`config.mk`:
```
export PLATFORM = sky130hd
export DESIGN_NAME = knn_vote_accum_flat
export DESIGN_NICKNAME = d
export VERILOG_FILES = /design/src/rtl/knn_vote_accum_if.sv /design/src/rtl/knn_vote_accum.sv /design/src/flat_wrapper.sv
export SDC_FILE = /design/constraint.sdc
export NUM_CORES = 1
export LEC_CHECK = 0
export ABC_CLOCK_PERIOD_IN_PS = 4200
export BUFFER_PORTS_ARGS = -buffer_cell sky130_fd_sc_hd__buf_2
export CORE_UTILIZATION = 65
export CTS_BUF_LIST = sky130_fd_sc_hd__clkbuf_16
export DETAILED_ROUTE_END_ITERATION = 8
export GPL_ROUTABILITY_DRIVEN = 0
export PLACE_DENSITY = 0.85
export SLEW_MARGIN = 20
export SYNTH_ARGS = -nofsm -noshare
export SYNTH_HDL_FRONTEND = slang
export SYNTH_SLANG_ARGS = --single-unit
```
`constraint.sdc`:
```
create_clock -name clk -period 4.2 [get_ports clk]
set_input_delay 0.84 -clock clk [delete_from_list [all_inputs] [get_ports clk]]
set_output_delay 0.84 -clock clk [all_outputs]
set_load 0.02 [all_outputs]
```
`src/rtl/knn_vote_accum_if.sv`:
```
// knn_vote_accum_if: control, neighbour-stream and result bundle of the k-NN vote block.
// master = producer/consumer side, slave = vote accumulator side.
interface knn_vote_accum_if #(
    parameter int NUM_CLASSES = 4,
    parameter int K_MAX       = 15
);
    localparam int LBL_W = (NUM_CLASSES > 2) ? $clog2(NUM_CLASSES) : 1;
    localparam int KW    = $clog2(K_MAX + 1);

    logic             start;
    logic [KW-1:0]    k_value;
    logic             busy;
    logic             nb_valid;
    logic             nb_ready;
    logic [LBL_W-1:0] nb_label;
    logic             res_valid;
    logic             res_ready;
    logic [LBL_W-1:0] res_class;
    logic [KW-1:0]    res_votes;
    logic             res_tie;
    logic             res_err;

    modport master (
        output start, k_value, nb_valid, nb_label, res_ready,
        input  busy, nb_ready, res_valid, res_class, res_votes, res_tie, res_err
    );

    modport slave (
        input  start, k_value, nb_valid, nb_label, res_ready,
        output busy, nb_ready, res_valid, res_class, res_votes, res_tie, res_err
    );
endinterface

```
`src/rtl/knn_vote_accum.sv`:
```
// knn_vote_accum: majority vote over k nearest-first neighbour labels, nearest wins ties.
// Ports: clk, rst (sync, active high), bus (knn_vote_accum_if.slave).
module knn_vote_accum #(
    parameter int NUM_CLASSES = 4,
    parameter int K_MAX       = 15
) (
    input  logic                clk,
    input  logic                rst,
    knn_vote_accum_if.slave     bus
);
    localparam int LBL_W = (NUM_CLASSES > 2) ? $clog2(NUM_CLASSES) : 1;
    localparam int KW    = $clog2(K_MAX + 1);
    localparam int SW    = LBL_W + 1;
    localparam logic [KW-1:0] KMAX_L = KW'(K_MAX);
    localparam logic [SW-1:0] NCLS   = SW'(NUM_CLASSES);

    typedef enum logic [1:0] {IDLE, COLLECT, SCAN, DONE} state_t;

    state_t           state_q, state_d;
    logic [KW-1:0]    k_q, k_d;
    logic [KW-1:0]    beat_q, beat_d;
    logic             err_q, err_d;
    logic [KW-1:0]    cnt_q  [NUM_CLASSES];
    logic [KW-1:0]    cnt_d  [NUM_CLASSES];
    logic [KW-1:0]    fidx_q [NUM_CLASSES];
    logic [KW-1:0]    fidx_d [NUM_CLASSES];
    logic [SW-1:0]    scan_q, scan_d;
    logic [LBL_W-1:0] best_q, best_d;
    logic [KW-1:0]    bcnt_q, bcnt_d;
    logic [KW-1:0]    bfidx_q, bfidx_d;
    logic             btie_q, btie_d;
    logic [LBL_W-1:0] rcls_q, rcls_d;
    logic [KW-1:0]    rvot_q, rvot_d;
    logic             rtie_q, rtie_d;
    logic             rerr_q, rerr_d;

    logic             accept;
    logic             lbl_ok;
    logic             k_ok;
    logic [LBL_W-1:0] sidx;

    assign accept = (state_q == COLLECT) && bus.nb_valid;
    assign lbl_ok = {1'b0, bus.nb_label} < NCLS;
    assign k_ok   = (bus.k_value != '0) && (bus.k_value <= KMAX_L);
    assign sidx   = scan_q[LBL_W-1:0];

    always_comb begin
        state_d = state_q;
        k_d     = k_q;
        beat_d  = beat_q;
        err_d   = err_q;
        cnt_d   = cnt_q;
        fidx_d  = fidx_q;
        scan_d  = scan_q;
        best_d  = best_q;
        bcnt_d  = bcnt_q;
        bfidx_d = bfidx_q;
        btie_d  = btie_q;
        rcls_d  = rcls_q;
        rvot_d  = rvot_q;
        rtie_d  = rtie_q;
        rerr_d  = rerr_q;
        unique case (state_q)
            IDLE: begin
                if (bus.start && k_ok) begin
                    k_d     = bus.k_value;
                    beat_d  = '0;
                    err_d   = 1'b0;
                    scan_d  = '0;
                    best_d  = '0;
                    bcnt_d  = '0;
                    bfidx_d = '0;
                    btie_d  = 1'b0;
                    for (int c = 0; c < NUM_CLASSES; c++) begin
                        cnt_d[c]  = '0;
                        fidx_d[c] = '0;
                    end
                    state_d = COLLECT;
                end else if (bus.start) begin
                    rcls_d  = '0;
                    rvot_d  = '0;
                    rtie_d  = 1'b0;
                    rerr_d  = 1'b1;
                    state_d = DONE;
                end
            end
            COLLECT: begin
                if (accept) begin
                    if (lbl_ok) begin
                        cnt_d[bus.nb_label] = cnt_q[bus.nb_label] + KW'(1);
                        if (cnt_q[bus.nb_label] == '0) begin
                            fidx_d[bus.nb_label] = beat_q;
                        end
                    end else begin
                        err_d = 1'b1;
                    end
                    beat_d = beat_q + KW'(1);
                    if (beat_d == k_q) begin
                        state_d = SCAN;
                    end
                end
            end
            SCAN: begin
                // One extra cycle after the last class to register the result.
                if (scan_q == NCLS) begin
                    if (bcnt_q == '0) begin
                        rcls_d = '0;
                        rvot_d = '0;
                        rtie_d = 1'b0;
                        rerr_d = 1'b1;
                    end else begin
                        rcls_d = best_q;
                        rvot_d = bcnt_q;
                        rtie_d = btie_q;
                        rerr_d = err_q;
                    end
                    state_d = DONE;
                end else begin
                    if (cnt_q[sidx] > bcnt_q) begin
                        best_d  = sidx;
                        bcnt_d  = cnt_q[sidx];
                        bfidx_d = fidx_q[sidx];
                        btie_d  = 1'b0;
                    end else if ((cnt_q[sidx] == bcnt_q) && (cnt_q[sidx] != '0)) begin
                        btie_d = 1'b1;
                        // Tied: the class seen first in the stream is nearer.
                        if (fidx_q[sidx] < bfidx_q) begin
                            best_d  = sidx;
                            bfidx_d = fidx_q[sidx];
                        end
                    end
                    scan_d = scan_q + SW'(1);
                end
            end
            DONE: begin
                if (bus.res_ready) begin
                    state_d = IDLE;
                end
            end
            default: state_d = IDLE;
        endcase
    end

    always_ff @(posedge clk) begin
        if (rst) begin
            state_q <= IDLE;
            k_q     <= '0;
            beat_q  <= '0;
            err_q   <= 1'b0;
            scan_q  <= '0;
            best_q  <= '0;
            bcnt_q  <= '0;
            bfidx_q <= '0;
            btie_q  <= 1'b0;
            rcls_q  <= '0;
            rvot_q  <= '0;
            rtie_q  <= 1'b0;
            rerr_q  <= 1'b0;
            for (int c = 0; c < NUM_CLASSES; c++) begin
                cnt_q[c]  <= '0;
                fidx_q[c] <= '0;
            end
        end else begin
            state_q <= state_d;
            k_q     <= k_d;
            beat_q  <= beat_d;
            err_q   <= err_d;
            scan_q  <= scan_d;
            best_q  <= best_d;
            bcnt_q  <= bcnt_d;
            bfidx_q <= bfidx_d;
            btie_q  <= btie_d;
            rcls_q  <= rcls_d;
            rvot_q  <= rvot_d;
            rtie_q  <= rtie_d;
            rerr_q  <= rerr_d;
            for (int c = 0; c < NUM_CLASSES; c++) begin
                cnt_q[c]  <= cnt_d[c];
                fidx_q[c] <= fidx_d[c];
            end
        end
    end

    assign bus.busy      = (state_q != IDLE);
    assign bus.nb_ready  = (state_q == COLLECT);
    assign bus.res_valid = (state_q == DONE);
    assign bus.res_class = rcls_q;
    assign bus.res_votes = rvot_q;
    assign bus.res_tie   = rtie_q;
    assign bus.res_err   = rerr_q;
endmodule

```
`src/flat_wrapper.sv`:
```
// flat-port wrapper written by rule: the top's interface ports become plain ports
module knn_vote_accum_flat 
#(
    parameter int NUM_CLASSES = 4,
    parameter int K_MAX       = 15
)
  (clk, rst, bus_start, bus_k_value, bus_nb_valid, bus_nb_label, bus_res_ready, bus_busy, bus_nb_ready, bus_res_valid, bus_res_class, bus_res_votes, bus_res_tie, bus_res_err);
  knn_vote_accum_if #(.NUM_CLASSES(NUM_CLASSES), .K_MAX(K_MAX)) bus_i ();
  input  logic clk;
  input  logic rst;
  input wire logic [$bits(bus_i.start)-1:0] bus_start;
  input wire logic [$bits(bus_i.k_value)-1:0] bus_k_value;
  input wire logic [$bits(bus_i.nb_valid)-1:0] bus_nb_valid;
  input wire logic [$bits(bus_i.nb_label)-1:0] bus_nb_label;
  input wire logic [$bits(bus_i.res_ready)-1:0] bus_res_ready;
  output wire logic [$bits(bus_i.busy)-1:0] bus_busy;
  output wire logic [$bits(bus_i.nb_ready)-1:0] bus_nb_ready;
  output wire logic [$bits(bus_i.res_valid)-1:0] bus_res_valid;
  output wire logic [$bits(bus_i.res_class)-1:0] bus_res_class;
  output wire logic [$bits(bus_i.res_votes)-1:0] bus_res_votes;
  output wire logic [$bits(bus_i.res_tie)-1:0] bus_res_tie;
  output wire logic [$bits(bus_i.res_err)-1:0] bus_res_err;
  assign bus_i.start = bus_start;
  assign bus_i.k_value = bus_k_value;
  assign bus_i.nb_valid = bus_nb_valid;
  assign bus_i.nb_label = bus_nb_label;
  assign bus_i.res_ready = bus_res_ready;
  assign bus_busy = bus_i.busy;
  assign bus_nb_ready = bus_i.nb_ready;
  assign bus_res_valid = bus_i.res_valid;
  assign bus_res_class = bus_i.res_class;
  assign bus_res_votes = bus_i.res_votes;
  assign bus_res_tie = bus_i.res_tie;
  assign bus_res_err = bus_i.res_err;
  knn_vote_accum #(.NUM_CLASSES(NUM_CLASSES), .K_MAX(K_MAX)) u_core (.clk(clk), .rst(rst), .bus(bus_i));
endmodule
```
==> results_dict.tcl, run 1 <==
set metrics [dict create \
    status "complete, no violations" \
    totalWireLength_mm 7.86 \
    synth_edf_count 0 \
    p_per_area_nw_per_um2 551 \
    yosysTopAreaCellShare_pct 38.2 \
    cts_tree "built" \
    finalSetupViolCount 0 \
    path_max_fanout 12 \
    start_util_pct 69.2 \
    use_met3_pct 4.53 \
    num_vias 2949 \
    max_stage_delay_ns 0.40 \
    fin_crit_sh_pct 69.8 \
    ys.flop_type "dfxtp_1" \
    fmax_mhz 341 \
    ys_warn_count 0 \
    holdPathEnd "u_core.bus.res_tie$_SDFFE_PP0P_" \
    finalHoldViolations 0 \
    syn_to_final_growth_pct 13.0 \
    io_pins 22 \
    timing.critical_path.buf_inv 2 \
    cts_root_buf "clkbuf_16" \
    p_int_mw 1.31 \
    cts_hold_buf 0 \
    ctsHtreeMaxLevel 3 \
    grt_start_max_net_pins 36 \
    synth.area.top_cells "dfxtp_1, mux4_2, ha_1" \
    synth.most_common_cell "dfxtp_1" \
    p_comb_share_pct 34.4 \
    ant_nets 0 \
    irDropWorstVdd_mv 0.339 \
    p_sw_mw 0.777 \
    grt_pass1_vias 2694 \
    slew_viol_final 0 \
    dp_hpwl_mm 5.53 \
    power_frac_seq_pct 32.0 \
    synth_area_um2 3350 \
    p_total_mw 2.09 \
    nFillCells 330 \
    worstPathCellList "buf_2 > mux2_2 > o21ai_1 > ha_1 > inv_1 > o31ai_4 > nand3_1 > or3_1 > a21oi_1" \
    grt_usage_pct 31.4 \
    synth_area_per_cell_um2 8.78 \
    use_met1_pct 41.6 \
    io_buffer_count 21 \
    fin_tns_setup_ns 0 \
    layout-drive-gt1-share_pct 14.0 \
    cts.repair.resized 0 \
    cp-startpoint "bus_nb_label[1]" \
    clk_path_buf_depth 2 \
    grt_overflow 0 \
    synthDistinctLibCells 50 \
    regToRegSetupSlack_ns 1.30 \
    async_reset_ff_share_pct 0 \
    antenna_found_initial 0 \
    drv_cap 0 \
    fin_crit_ns 2.93 \
    crit_path_top_delay_cell "or3_1" \
    grt_pass1_wl_mm 12.7 \
    cp-start-kind "input pin" \
    critical_path_class "in -> reg" \
    antenna_cells 0 \
    cp.arrival_ns 3.18 \
    cp_top_family "compound AO/OA/AOI/OAI gates" \
    rsz0062_at_grt "false" \
    syn_nets 410 \
    syn_inst 382 \
    viasPerCell 6.23 \
    ys_top_cells_by_count "dfxtp_1, nand2_1, a21oi_1" \
    die_area_um2 5450 \
    relSlewSlack_pct 40.1 \
    drc 0 \
    yosysSeqAreaShare_pct 38.2 \
    r2r_cells 7 \
    rr_startpoint "u_core.scan_q[0]$_SDFFE_PP0P_" \
    netSwitchingFraction_pct 37.2 \
    grt.busiest_layer "met2" \
    synth_area_leader_cell "dfxtp_1" \
    place_worst_setup_slack_ns 0.978 \
    die_y_um 73.8 \
    clock-skew-final_ns 0.00323 \
    leakagePower_nw 1.42 \
    min_from "u_core.bus.res_tie$_SDFFE_PP0P_" \
    nets 429 \
    firstDrtPassIters 5 \
    hold_depth 2 \
    cts_made_buffers 9 \
    end_kind "register" \
    r2r_end "u_core.bfidx_q[0]$_SDFFE_PP0P_" \
    clkTransAtPathRegs_ns 0.05 \
    die_w_um 73.8 \
    worstMarginPinSlew_ns 0.894 \
    clock_latency_ns 0.32 \
    utilization_pct 78.2 \
    clkPwrFrac_pct 33.6 \
    ys_seq_elements 64 \
    clock_sinks 64 \
    met2_usage_pct 49.5 \
    std_cell_rows 25 \
    wl_per_cell_um 16.6 \
    setup_slack_ns 1.27 \
    coreArea_um2 4850 \
    postCtsSetupBuffers 0 \
    hold_class "reg -> reg" \
    drtIter0Drc 285 \
    critical_path_required_ns 4.45 \
]
## metal layers
layer	up-vias	part of all wire (%)	wire (um)
met3	24	5.7	446
met2	109	48	3810
met5	-	0	0
li1	1415	-	-
met4	0	3.0	239
met1	1401	43	3360
## per-stage QoR
step	area [um2]	cells	hold slack, ns
final	3790	473	0.446
after global placement	3510	457	0.435
after detailed placement	3510	457	0.441
after global routing	3790	473	0.469
after floorplan	3350	382	0.429
after CTS	3790	473	0.448
## layout make-up
type / instances / area (um2) / area share, %
clock buffers: 9 / 225 / 5.94
multi-input cells: 278 / 1920 / 50.7
clock inverters: 7 / 55.1 / 1.45
repair buffers: 26 / 143 / 3.76
inverters: 22 / 82.6 / 2.18
flip-flops and latches: 64 / 1280 / 33.8
well taps: 67 / 83.8 / 2.21
## cells in the final DEF (no fill, tap or decap), types with 2 or more instances in the layout
cell type | Yosys | layout
a211oi_1 | 2 | 2
a21o_1 | 2 | 2
a21oi_1 | 35 | 35
a22o_1 | 3 | 3
a22oi_1 | 12 | 12
a32o_1 | 4 | 4
buf_2 | 2 | 21
buf_4 | 0 | 5
clkbuf_16 | 0 | 9
clkinv_1 | 0 | 2
clkinv_2 | 0 | 2
dfxtp_1 | 64 | 64
ha_1 | 17 | 17
inv_1 | 22 | 24
mux2i_1 | 7 | 7
mux4_2 | 11 | 11
nand2_1 | 55 | 55
nand2b_1 | 10 | 10
nand3_1 | 21 | 21
nand4_1 | 4 | 4
nand4b_1 | 2 | 2
nor2_1 | 24 | 24
nor2b_1 | 3 | 3
nor3_1 | 8 | 8
o21ai_0 | 5 | 5
o22ai_1 | 2 | 2
o32ai_1 | 2 | 2
or3_1 | 16 | 16
xnor2_1 | 6 | 6
xor2_1 | 4 | 4
## registers in the layout, summed over array words and instances (netlist names)
| name | count |
|---|---|
| u_core.bus.res_votes | 4 |
| u_core.bus.res_class | 2 |
| u_core.state_q | 2 |
| u_core.bus.res_err | 1 |
| u_core.k_q | 4 |
| u_core.cnt_q | 16 |
| u_core.bfidx_q | 4 |
| u_core.bus.res_tie | 1 |
| u_core.best_q | 2 |
| u_core.bcnt_q | 4 |
| u_core.fidx_q | 16 |
| u_core.beat_q | 4 |
| u_core.scan_q | 3 |
| u_core.btie_q | 1 |
## cell families (layout without fill, tap and decap cells)
kind of cell	after synthesis	after routing	share of synthesized area, %
AOI/OAI and AO/OA	84	84	17.5
xor gates and xnor gates	10	10	2.61
adders and majority gates	17	17	6.34
buffers and inverters	40	64	4.55
DFF	64	64	38.2
muxes	19	19	9.81
and+or+nand+nor	148	148	21.0
## worst max path at each step
stage	slack [ns]	depth (start not counted)	endpoint
3_5_place_dp	0.98	9	u_core.fidx_q[15]$_SDFFE_PP0P_
4_1_cts	1.26	7	u_core.bfidx_q[0]$_SDFFE_PP0P_
2_1_floorplan	1.17	9	u_core.fidx_q[12]$_SDFFE_PP0P_
5_1_grt	1.06	7	u_core.bcnt_q[0]$_SDFFE_PP0P_
6_report	1.27	9	u_core.fidx_q[15]$_SDFFE_PP0P_
3_3_place_gp	1.10	9	u_core.fidx_q[15]$_SDFFE_PP0P_
## worst register-to-register path: stages (launching register included)
cell      delay [ns]
dfxtp_1         0.52
mux4_2          0.62
ha_1            0.31
and3b_1         0.16
o211ai_1        0.10
a31oi_1         0.74
a31oi_4         0.15
mux2i_1         0.17
## power groups by stage
stage	Clock (mW)	Combinational, mW	Sequential [mW]
detailed placement	0	0.706	0.681
CTS	0.702	0.710	0.669
global placement	0	0.693	0.679
global route	0.729	0.791	0.673
floorplan	0	0.539	0.668
finish	0.701	0.719	0.668
Note: power is estimated with default switching activity, not from simulation.
==> run 2: changes to the inputs <==
- ABC_CLOCK_PERIOD_IN_PS: 4200 -> 2420
- CORE_UTILIZATION: 65 -> 54
- PLACE_DENSITY: 0.85 -> 0.75
- clock period: 4.2 -> 2.42 ns (I/O delays scaled with it)
==> results_dict.tcl, run 2 (same netlist as run 1, synthesis figures left out) <==
set metrics [dict create \
    leakagePower_nw 1.53 \
    fin_crit_sh_pct 98.7 \
    critical_path_required_ns 2.67 \
    slew_viol_final 0 \
    clk_path_buf_depth 2 \
    holdPathEnd "u_core.k_q[0]$_SDFFE_PP0P_" \
    die_y_um 80.8 \
    ctsHtreeMaxLevel 3 \
    end_kind "register" \
    worstMarginPinSlew_ns 0.682 \
    io_buffer_count 21 \
    start_util_pct 56.3 \
    max_stage_delay_ns 0.56 \
    syn_to_final_growth_pct 20.0 \
    cts_made_buffers 9 \
    path_max_fanout 6 \
    hold_depth 3 \
    relSlewSlack_pct 54.2 \
    totalWireLength_mm 8.45 \
    clkTransAtPathRegs_ns 0.05 \
    cp_top_family "compound AO/OA/AOI/OAI gates" \
    layout-drive-gt1-share_pct 20.4 \
    crit_path_top_delay_cell "mux4_2" \
    viasPerCell 6.03 \
    grt_pass1_wl_mm 13.8 \
    clock-skew-final_ns 0.00661 \
    cts_hold_buf 0 \
    num_vias 3020 \
    path_depth 7 \
    drtIter0Drc 244 \
    wl_per_cell_um 16.9 \
    cp.arrival_ns 2.64 \
    layout_common_cells "dfxtp_1, nand2_1, a21oi_1" \
    regToRegSetupSlack_ns 0.03 \
    grt_pass1_vias 2757 \
    fin_crit_ns 2.39 \
    cts_tree "built" \
    finalSetupViolCount 0 \
    nFillCells 484 \
    fmax_mhz 419 \
    p_total_mw 3.92 \
    p_per_area_nw_per_um2 975 \
    grt_usage_pct 28.3 \
    ant_nets 0 \
    timing.critical_path.buf_inv 0 \
    die_w_um 80.8 \
    std_cell_rows 28 \
    rr_startpoint "u_core.scan_q[0]$_SDFFE_PP0P_" \
    drv_cap 0 \
    dp_hpwl_mm 6.12 \
    die_area_um2 6530 \
    worstPathCellList "mux4_2 > ha_4 > a21o_1 > o211ai_1 > a31oi_4 > a31oi_4 > mux2i_1" \
    status "complete, no violations" \
    hold_class "in -> reg" \
    top_regs "u_core.cnt_q x16, u_core.fidx_q x16" \
    place_worst_setup_slack_ns -0.104 \
    grt_overflow 0 \
    irDropWorstVdd_mv 0.584 \
    fin_tns_setup_ns 0 \
    setup_slack_ns 0.0322 \
    cts_root_buf "clkbuf_16" \
    clock_sinks 64 \
    cp_common_cell "a31oi_4" \
    utilization_pct 67.6 \
    antenna_found_initial 0 \
    antenna_cells 0 \
    grt_start_max_net_pins 38 \
    fin_hold_ws_ns 0.432 \
    cp-start-kind "register" \
    nets 450 \
    firstDrtPassIters 5 \
    io_pins 22 \
    rsz0062_at_grt "true" \
    clock_latency_ns 0.33 \
    coreArea_um2 5960 \
    final_common_cell "dfxtp_1" \
    r2r_end "u_core.bfidx_q[1]$_SDFFE_PP0P_" \
    r2r_cells 7 \
    min_from "bus_k_value[0]" \
    finalHoldViolations 0 \
    critical_path_class "reg -> reg" \
    drc 0 \
]
[run 2: changes by cell type in the layout (fill, tap and decap cells not counted), moves of 2 or more]
cell,change
ha_1,-2
dfxtp_1,-2
buf_4,+21
dfxtp_4,+2
ha_4,+2
[run 2: routing by layer]
metal	GRT usage (%)	wire length, um
met1	37.5	3760
met2	44.9	4020
met3	5.96	539
met4	11.6	131
met5	0	0
[run 2: worst reg2reg max path, stage by stage (launching register included)]
cell	delay, ns
dfxtp_4	0.37
mux4_2	0.56
ha_4	0.25
a21o_1	0.18
o211ai_1	0.28
a31oi_4	0.14
a31oi_4	0.29
mux2i_1	0.23
[run 2: report_power, final]
group / leakage, nW / internal [mW] / switching [mW]
combinational: 0.871 / 0.586 / 0.958
sequential: 0.518 / 1.11 / 0.0502
clock: 0.144 / 0.777 / 0.443
[run 2: through the flow]
| stage | std cells | cell area [um2] |
|---|---|---|
| after floorplan | 382 | 3410 |
| after global placement | 485 | 3710 |
| after detailed placement | 485 | 3710 |
| after CTS | 500 | 4010 |
| after global routing | 501 | 4030 |
| final | 501 | 4030 |
[run 2: worst max path at each step]
stage / startpoint / slack, ns / endpoint
after detailed placement: u_core.scan_q[0]$_SDFFE_PP0P_ / -0.10 / u_core.bfidx_q[1]$_SDFFE_PP0P_
after global routing: u_core.scan_q[0]$_SDFFE_PP0P_ / -0.11 / u_core.bfidx_q[1]$_SDFFE_PP0P_
after global placement: bus_nb_label[0] / 0.03 / u_core.fidx_q[9]$_SDFFE_PP0P_
after floorplan: u_core.scan_q[0]$_SDFFE_PP0P_ / 0.002 / u_core.best_q[0]$_SDFFE_PP0P_
final: u_core.scan_q[0]$_SDFFE_PP0P_ / 0.03 / u_core.bfidx_q[1]$_SDFFE_PP0P_
after CTS: u_core.scan_q[0]$_SDFFE_PP0P_ / 0.02 / u_core.bfidx_q[1]$_SDFFE_PP0P_
[run 2: cell type report]
class                           instances  area [um2]  share of cell area, %
Multi-Input combinational cell        278        1980                   49.2
Tap cell                               75        93.8                   2.33
Clock buffer                            9         225                   5.60
Timing Repair Buffer                   47         300                   7.46
Clock inverter                          6        52.6                   1.31
Inverter                               22        82.6                   2.05
Sequential cell                        64        1290                   32.0
[run 2: what timing repair did]
| item | 4_1_cts | 5_1_grt |
|---|---|---|
| pin swaps | 2 | 3 |
| setup buffers | 0 | 1 |
| resized for setup | 4 | 2 |
| endpoints found under the setup margin | 10 | 11 |
| hold endpoints to repair | 0 | 0 |
